`src/rtl/cmd_controller.sv`:
```
// Command controller: decodes READ/WRITE/KEY commands and sequences
// slot reads, write-data assembly with commit, and key-slice strobes.
module cmd_controller #(
    parameter int WORD_W         = 32,
    parameter int MAX_WORDS      = 14,
    parameter int N_SLOTS        = 16,
    parameter int N_KEY          = 6,
    parameter int MAX_KEY_ROUNDS = 64,
    localparam int SLICE_W       = $clog2(MAX_KEY_ROUNDS),
    localparam int SLOT_W        = $clog2(N_SLOTS),
    localparam int BUS_W         = WORD_W * MAX_WORDS
) (
    input  logic               clock,
    input  logic               reset_n,
    input  logic               cmd_valid,
    output logic               cmd_ready,
    input  logic [WORD_W-1:0]  cmd_data,
    output logic               rsp_valid,
    input  logic               rsp_ready,
    output logic [WORD_W-1:0]  rsp_data,
    input  logic [BUS_W-1:0]   dataOut,
    output logic [SLOT_W-1:0]  selectRead,
    output logic [BUS_W-1:0]   writeBus,
    output logic [N_SLOTS-1:0] writeEnable,
    output logic [N_KEY-1:0]   writeEnableKey,
    output logic [SLICE_W-1:0] sliceSelector,
    output logic               busy,
    output logic               error
);

    typedef enum logic [2:0] {
        S_IDLE,
        S_READ,
        S_WRITE,
        S_COMMIT,
        S_KEY
    } state_t;

    state_t              r_state;
    state_t              w_next;
    logic [7:0]          r_cnt;
    logic [7:0]          r_len;
    logic [SLOT_W-1:0]   r_slot;
    logic [BUS_W-1:0]    r_wbus;
    logic                r_err;

    logic [1:0]          w_op;
    logic [7:0]          w_len;
    logic [3:0]          w_slot;
    logic                w_legal;
    logic                w_accept;
    logic                w_last;
    logic                w_unused_bits;

    assign w_op          = cmd_data[31:30];
    assign w_len         = cmd_data[15:8];
    assign w_slot        = cmd_data[3:0];
    assign w_unused_bits = ^{cmd_data[29:16], cmd_data[7:4]};

    always_comb begin
        w_legal = 1'b0;
        if (w_op != 2'b11 && w_len != 8'd0) begin
            if (w_op == 2'b10)
                w_legal = int'(w_slot) < N_KEY
                       && int'(w_len) <= MAX_KEY_ROUNDS;
            else
                w_legal = int'(w_slot) < N_SLOTS
                       && int'(w_len) <= MAX_WORDS;
        end
    end

    assign w_accept = (r_state == S_IDLE) && cmd_valid && w_legal;
    assign w_last   = (r_cnt == r_len - 8'd1);

    always_comb begin
        w_next = r_state;
        case (r_state)
            S_IDLE: begin
                if (w_accept) begin
                    unique case (1'b1)
                        (w_op == 2'b00): w_next = S_READ;
                        (w_op == 2'b01): w_next = S_WRITE;
                        default:         w_next = S_KEY;
                    endcase
                end
            end
            S_READ:   if (rsp_ready && w_last) w_next = S_IDLE;
            S_WRITE:  if (cmd_valid && w_last) w_next = S_COMMIT;
            S_COMMIT: w_next = S_IDLE;
            S_KEY:    if (w_last) w_next = S_IDLE;
            default:  w_next = S_IDLE;
        endcase
    end

    always_ff @(posedge clock or negedge reset_n) begin
        if (!reset_n) r_state <= S_IDLE;
        else          r_state <= w_next;
    end

    always_ff @(posedge clock or negedge reset_n) begin
        if (!reset_n) begin
            r_cnt  <= '0;
            r_len  <= '0;
            r_slot <= '0;
            r_wbus <= '0;
            r_err  <= 1'b0;
        end else begin
            r_err <= (r_state == S_IDLE) && cmd_valid && !w_legal;
            case (r_state)
                S_IDLE: begin
                    if (w_accept) begin
                        r_len  <= w_len;
                        r_slot <= SLOT_W'(w_slot);
                        r_cnt  <= '0;
                        // Unwritten words must read back as zero
                        if (w_op == 2'b01) r_wbus <= '0;
                    end
                end
                S_READ: begin
                    if (rsp_ready) r_cnt <= w_last ? 8'd0 : r_cnt + 8'd1;
                end
                S_WRITE: begin
                    if (cmd_valid) begin
                        for (int i = 0; i < MAX_WORDS; i++)
                            if (r_cnt == 8'(i))
                                r_wbus[i*WORD_W +: WORD_W] <= cmd_data;
                        r_cnt <= w_last ? 8'd0 : r_cnt + 8'd1;
                    end
                end
                S_KEY: r_cnt <= w_last ? 8'd0 : r_cnt + 8'd1;
                default: ;
            endcase
        end
    end

    always_comb begin
        rsp_data = '0;
        for (int i = 0; i < MAX_WORDS; i++)
            if (r_cnt == 8'(i)) rsp_data = dataOut[i*WORD_W +: WORD_W];
    end

    always_comb begin
        writeEnable    = '0;
        writeEnableKey = '0;
        for (int i = 0; i < N_SLOTS; i++)
            if (r_state == S_COMMIT && r_slot == SLOT_W'(i))
                writeEnable[i] = 1'b1;
        for (int i = 0; i < N_KEY; i++)
            if (r_state == S_KEY && r_slot == SLOT_W'(i))
                writeEnableKey[i] = 1'b1;
    end

    assign sliceSelector = (r_state == S_KEY) ? r_cnt[SLICE_W-1:0] : '0;
    assign cmd_ready     = (r_state == S_IDLE) || (r_state == S_WRITE);
    assign rsp_valid     = (r_state == S_READ);
    assign busy          = (r_state != S_IDLE);
    assign error         = r_err;
    assign selectRead    = r_slot;
    assign writeBus      = r_wbus;

endmodule

```
`config.mk`:
```
export PLATFORM = sky130hd
export DESIGN_NAME = cmd_controller
export DESIGN_NICKNAME = d
export VERILOG_FILES = /design/src/rtl/cmd_controller.sv
export SDC_FILE = /design/constraint.sdc
export NUM_CORES = 1
export LEC_CHECK = 0
export ABC_AREA = 1
export ABC_CLOCK_PERIOD_IN_PS = 3050
export BUFFER_PORTS_ARGS = -buffer_cell sky130_fd_sc_hd__buf_2
export CAP_MARGIN = 30
export CORE_AREA = 4 4 383 385
export CTS_CLUSTER_DIAMETER = 40
export DETAILED_ROUTE_END_ITERATION = 7
export DIE_AREA = 0 0 387 389
export GPL_TIMING_DRIVEN = 0
export MAX_ROUTING_LAYER = met4
export PLACE_DENSITY_LB_ADDON = 0.05
export SYNTH_ARGS = -nofsm -noshare
export SYNTH_HDL_FRONTEND = slang
export SYNTH_SLANG_ARGS = --single-unit
```
`constraint.sdc`:
```
create_clock -name clock -period 3.05 [get_ports clock]
set_clock_uncertainty 0.2 [all_clocks]
set_input_delay 0.305 -clock clock [delete_from_list [all_inputs] [get_ports clock]]
set_output_delay 0.305 -clock clock [all_outputs]
set_load 0.005 [all_outputs]
```
# == Word-level counts from Yosys, hierarchy flattened ==
# Index checks and enable logic that the tools add are counted.
# op_classes
addsub,2
n_lt_le_gt_ge,3
muxes,68
n_eq_ne,57
n_reduce_logical,56
# op_table
cell,count
two-way mux 448 bit,3
two-way mux 32 bit,28
one-hot mux 448 bit (2 select lines),1
AND reduction 5 bit,14
== test 8 x 4 -> 1 bit (second input constant),6
!= test 2 bit (second input constant),19
== test 4 bit (second input constant),8
== test 8 x 3 -> 1 bit (second input constant),4
two-way mux 8 bit,4
one-hot mux 8 bit (4 select lines),1
logical AND 1 bit,29
two-way mux 1 bit,24
== test 4 x 3 -> 1 bit (second input constant),4
== test 8 x 2 -> 1 bit (second input constant),2
two-way mux 3 bit,4
one-hot mux 3 bit (4 select lines),1
adder 8 x 1 -> 8 bit (second input constant),1
== test 4 x 2 -> 1 bit (second input constant),2
== test 8 x 1 -> 1 bit (second input constant),1
== test 8 bit,1
less-or-equal comparator 8 x 4 -> 1 bit (second input constant),1
less-or-equal comparator 8 x 7 -> 1 bit (second input constant),1
zero test 8 bit,1
AND reduction 4 bit,2
21 further kinds,24
# word_totals
out_inout_bits,516
reg_bits,472
input_bits,484

# == Longest topological paths before layout ==
# logic_depth
word_depth,15
depth_mapped,22
ltp_nobuf,22

# == Worst setup path after synthesis ==
# Ideal clock, no wire load.
# synth_timing
path_type,reg2out
from,register r_cnt[0]
to,output rsp_data[26]
t_required_ns,2.545
path_buffers,1
t_arrival_ns,2.091
stages_incl_launch_ff,20
slack_ns,0.454
path_cell_list,dfrtp_1 > inv_1 > ha_1 > inv_1 > nor2_4 > nand2_1 > inv_2 > buf_2 > nand3_1 > nand2_1 > nand2_1 > nand2_1 > nand2_1 > nand2_1 > nand3_1 > nand3_1 > nand2_1 > nand3_1 > a21boi_0 > o21ai_0
# synth_between
elab_chain_cells,15
elab_cells_between_ends,28
# synth_rtl
item,line,text
start: declaration,41,logic [7:0] r_cnt;
start signal: assignment,120,if (rsp_ready) r_cnt <= w_last ? 8'd0 : r_cnt + 8'd1;
start signal: assignment,127,r_cnt <= w_last ? 8'd0 : r_cnt + 8'd1;
start signal: assignment,130,S_KEY: r_cnt <= w_last ? 8'd0 : r_cnt + 8'd1;
zero test 8 bit,139,if (r_cnt == 8'(i)) rsp_data = dataOut[i*WORD_W +: WORD_W];
two-way mux 32 bit (13 in a row),139,
two-way mux 32 bit *,139,
end: declaration,20,"output logic [WORD_W-1:0] rsp_data,"
# Every way passes the cells marked *; elsewhere a longest branch is shown, timed or not.

# == Worst setup path after layout ==
# layout_timing
from,register r_cnt[1]
to,output rsp_data[11]
# Same word-level chain as after synthesis.

==> metrics.yaml <==
cts_max_level: 3
ff_latch_area_mm2: 0.0118
ys_warn_count: 0
synthArstFlopShare: 1.00
syn_area_per_cell_um2: 7.80
rsz0062_at_grt: "yes"
io_pins: 1000
drv_slew: 0
violations: "negative setup slack"
finalCriticalPeriod_ps: 3840
dp.cells: 5773
period_share: 1.26
crit_fanout: 10
dieHeight_um: 389
max-slew-margin-rel: 0.364
synthCells: 2862
area_delta_synth_final_pct: 65.3
gp_congestion: 0.905
drt_iter0_markers: 1233
max_cap_viol_count: 0
grt_util_all_layers: 0.221
grt_max_degree: 104
routed_wl_um: 167000
setup_ws_ps: -792
cp_top_family: "simple AND/OR/NAND/NOR gates"
hold_violations: 0
clk_pin_slew_ps: 50
hpwl_um: 132000
max_stage_delay_ps: 470
final_common_cell: "buf_2"
status: "finished with violations"
synth_edf_count: 0
die_area_mm2: 0.151
yosysUniqueCellTypes: 41
gr-total-overflow: 0
critPathMostFrequentCell: "nand2_1"
clk_latency_ps: 670
ir_drop_uv: 458
fp.dieW_um: 387
leakage_uw: 0.0188
nFillCells: 16100
crit_path_end_kind: "output port"
utilization: 0.258
cts_made_buffers: 106
whs_ps: 64.4
clock.fmax_mhz: 260
crit_path_cell_trace: "inv_4 > ha_4 > nand2_4 > nor2_4 > inv_4 > buf_8 > nand2_1 > nand2_1 > nand2_1 > nand2_1 > nand2_1 > nand2_1 > nand2_2 > nand3_4 > nand3_2 > nand2_1 > nand3_2 > nand2_4 > nand2_1 > nand2_1 > nand2_1 > buf_2"
final_cell_count_no_fill: 6121
num_rows: 139
ys_seq_area_frac: 0.529
initial_core_util: 0.156
dr.pass1.iters: 5
cp_slowest_cell: "dfrtp_2"
synth_nets: 3351
crit_required_ps: 2540
coreArea_mm2: 0.143
antenna_found_initial: 59
grt_pass1_vias: 26800
tritoncts: "built"
min_path_type: "input port to asynchronous set/reset pin"
tightest_slew_ps: 954
startpoint_type: "flop"
cts_root_buffer: "clkbuf_16"
final_nets: 4580
cts_num_sinks: 472
multiInputGateArea_mm2: 0.0108
mostFrequentLayoutCells: "1033 x buf_2, 853 x nand2_1, 465 x dfrtp_1"
powerDensity_mw_per_mm2: 1030
io_buffers: 999
drive_above_1_share: 0.421
vias_per_cell: 4.14
finalSetupViolCount: 32
wl_per_cell_um: 27.3
place_ws_ps: -1160
timing.critical_path.buf_inv: 4
drc: 0
clockBufferDepth: 3
grt_first_pass_wirelength_um: 227000
ant_nets: 0
path_class: "flop to output port"
vias: 25400
synthFlopType: "dfrtp_1"
netlist_area_mm2: 0.0223
synth-seq-cells: 472
crit_arrival_ps: 3340
where the power goes:
part / internal, uW / switching (uW) / leakage [uW] / total (uW)
clock: 8300 / 4070 / 0.00186 / 12400
combinational: 5760 / 12000 / 0.0105 / 17700
sequential: 7300 / 601 / 0.00645 / 7900
sequential cells by signal, summed over array words and instances, names as in the netlist:
register and flops:
r_len 8, r_cnt 8, selectRead 4, r_state 3, error 1, writeBus 448
cell type report:
type / count / share of cell area
antenna: 37 / 0.00251
inverter: 95 / 0.0106
buffer: 198 / 0.0332
multi-input combinational: 2093 / 0.292
sequential: 472 / 0.320
tap: 1903 / 0.0645
timing repair buffer: 1125 / 0.172
clock buffer: 143 / 0.0819
clock inverter: 55 / 0.0229
worst register-to-register path, delay by kind of cell (launching register included):
kind,cells,cell delay [ps]
compound gates,3,550
buf+inv,5,1000
flops,1,420
simple gates,5,740
stage by stage:
step                setup TNS (ps)  area, um2  total power, uW
floorplan                        0      22300            14200
global placement          -4985860      29700            22900
detailed placement         -208300      29900            22800
CTS                         -26350      36000            38000
global route                -29990      36900            40200
finish                      -22030      36900            38000
layer usage:
metal  share of wire  global-route usage  routed length [um]
met5               0                   -                   0
met4           0.026              0.0557                4330
met3           0.070              0.0656               11700
met2            0.52               0.397               86600
met1            0.39               0.237               64300
worst paths after layout:
kind / from / to / slack, ps / depth (start not counted)
setup / recovery: r_cnt[1] / rsp_data[11] / -790 / 22
hold / removal: reset_n / writeBus[325] / 60 / 2
setup reg to reg: r_state[0] / writeBus[314] / 10 / 13
hold reg to reg: writeBus[364] / writeBus[364] / 270 / 2
max in group asynchronous: reset_n / writeBus[254] / 380 / 5
min in group clock: cmd_data[30] / writeBus[254] / 120 / 3
cell usage after synthesis, types with 2 or more instances:
master / instances / area (um2)
nand2_2: 15 / 93.8
o21ai_0: 476 / 2380
inv_1: 79 / 297
a21oi_1: 152 / 761
nand2_1: 983 / 3690
o21ai_1: 39 / 195
mux2_2: 4 / 45.0
nor3_4: 3 / 48.8
a21boi_0: 6 / 45.0
buf_4: 9 / 67.6
o21bai_1: 2 / 15.0
dfrtp_1: 472 / 11800
a211oi_1: 10 / 75.1
clkbuf_1: 130 / 488
buf_2: 55 / 275
xor2_1: 12 / 105
xnor2_1: 6 / 52.6
buf_1: 7 / 26.3
nor2_2: 6 / 37.5
nand3_1: 89 / 445
nor4_1: 6 / 37.5
nand4_1: 7 / 43.8
nor2_1: 227 / 852
or2_0: 5 / 31.3
inv_2: 14 / 52.6
ha_1: 5 / 62.6
or2_2: 13 / 81.3
nor2_4: 2 / 22.5
nor3_1: 16 / 80.1
kinds of logic (layout without fill, tap and decap cells):
kind of cell | count (synthesis) | count (layout) | synth area share
multiplexers | 4 | 4 | 0.00202
flip-flops | 472 | 472 | 0.529
other | 0 | 37 | 0
AND/OR/NAND/NOR | 1376 | 1376 | 0.247
AO/OA/AOI/OAI | 690 | 690 | 0.157
adder cells (fa/ha/maj) | 5 | 5 | 0.00280
XOR/XNOR | 18 | 18 | 0.00706
buffers and inverters | 297 | 1616 | 0.0549
repair_timing:
item,in CTS,in global routing
hold buffers,34,0
buffers inserted,59,19
gates resized for setup,413,210
gates cloned,4,1
pin swaps,103,99
hold endpoints to repair,202,0
setup endpoints to repair,478,447
Note: power is estimated with default switching activity, not from simulation.
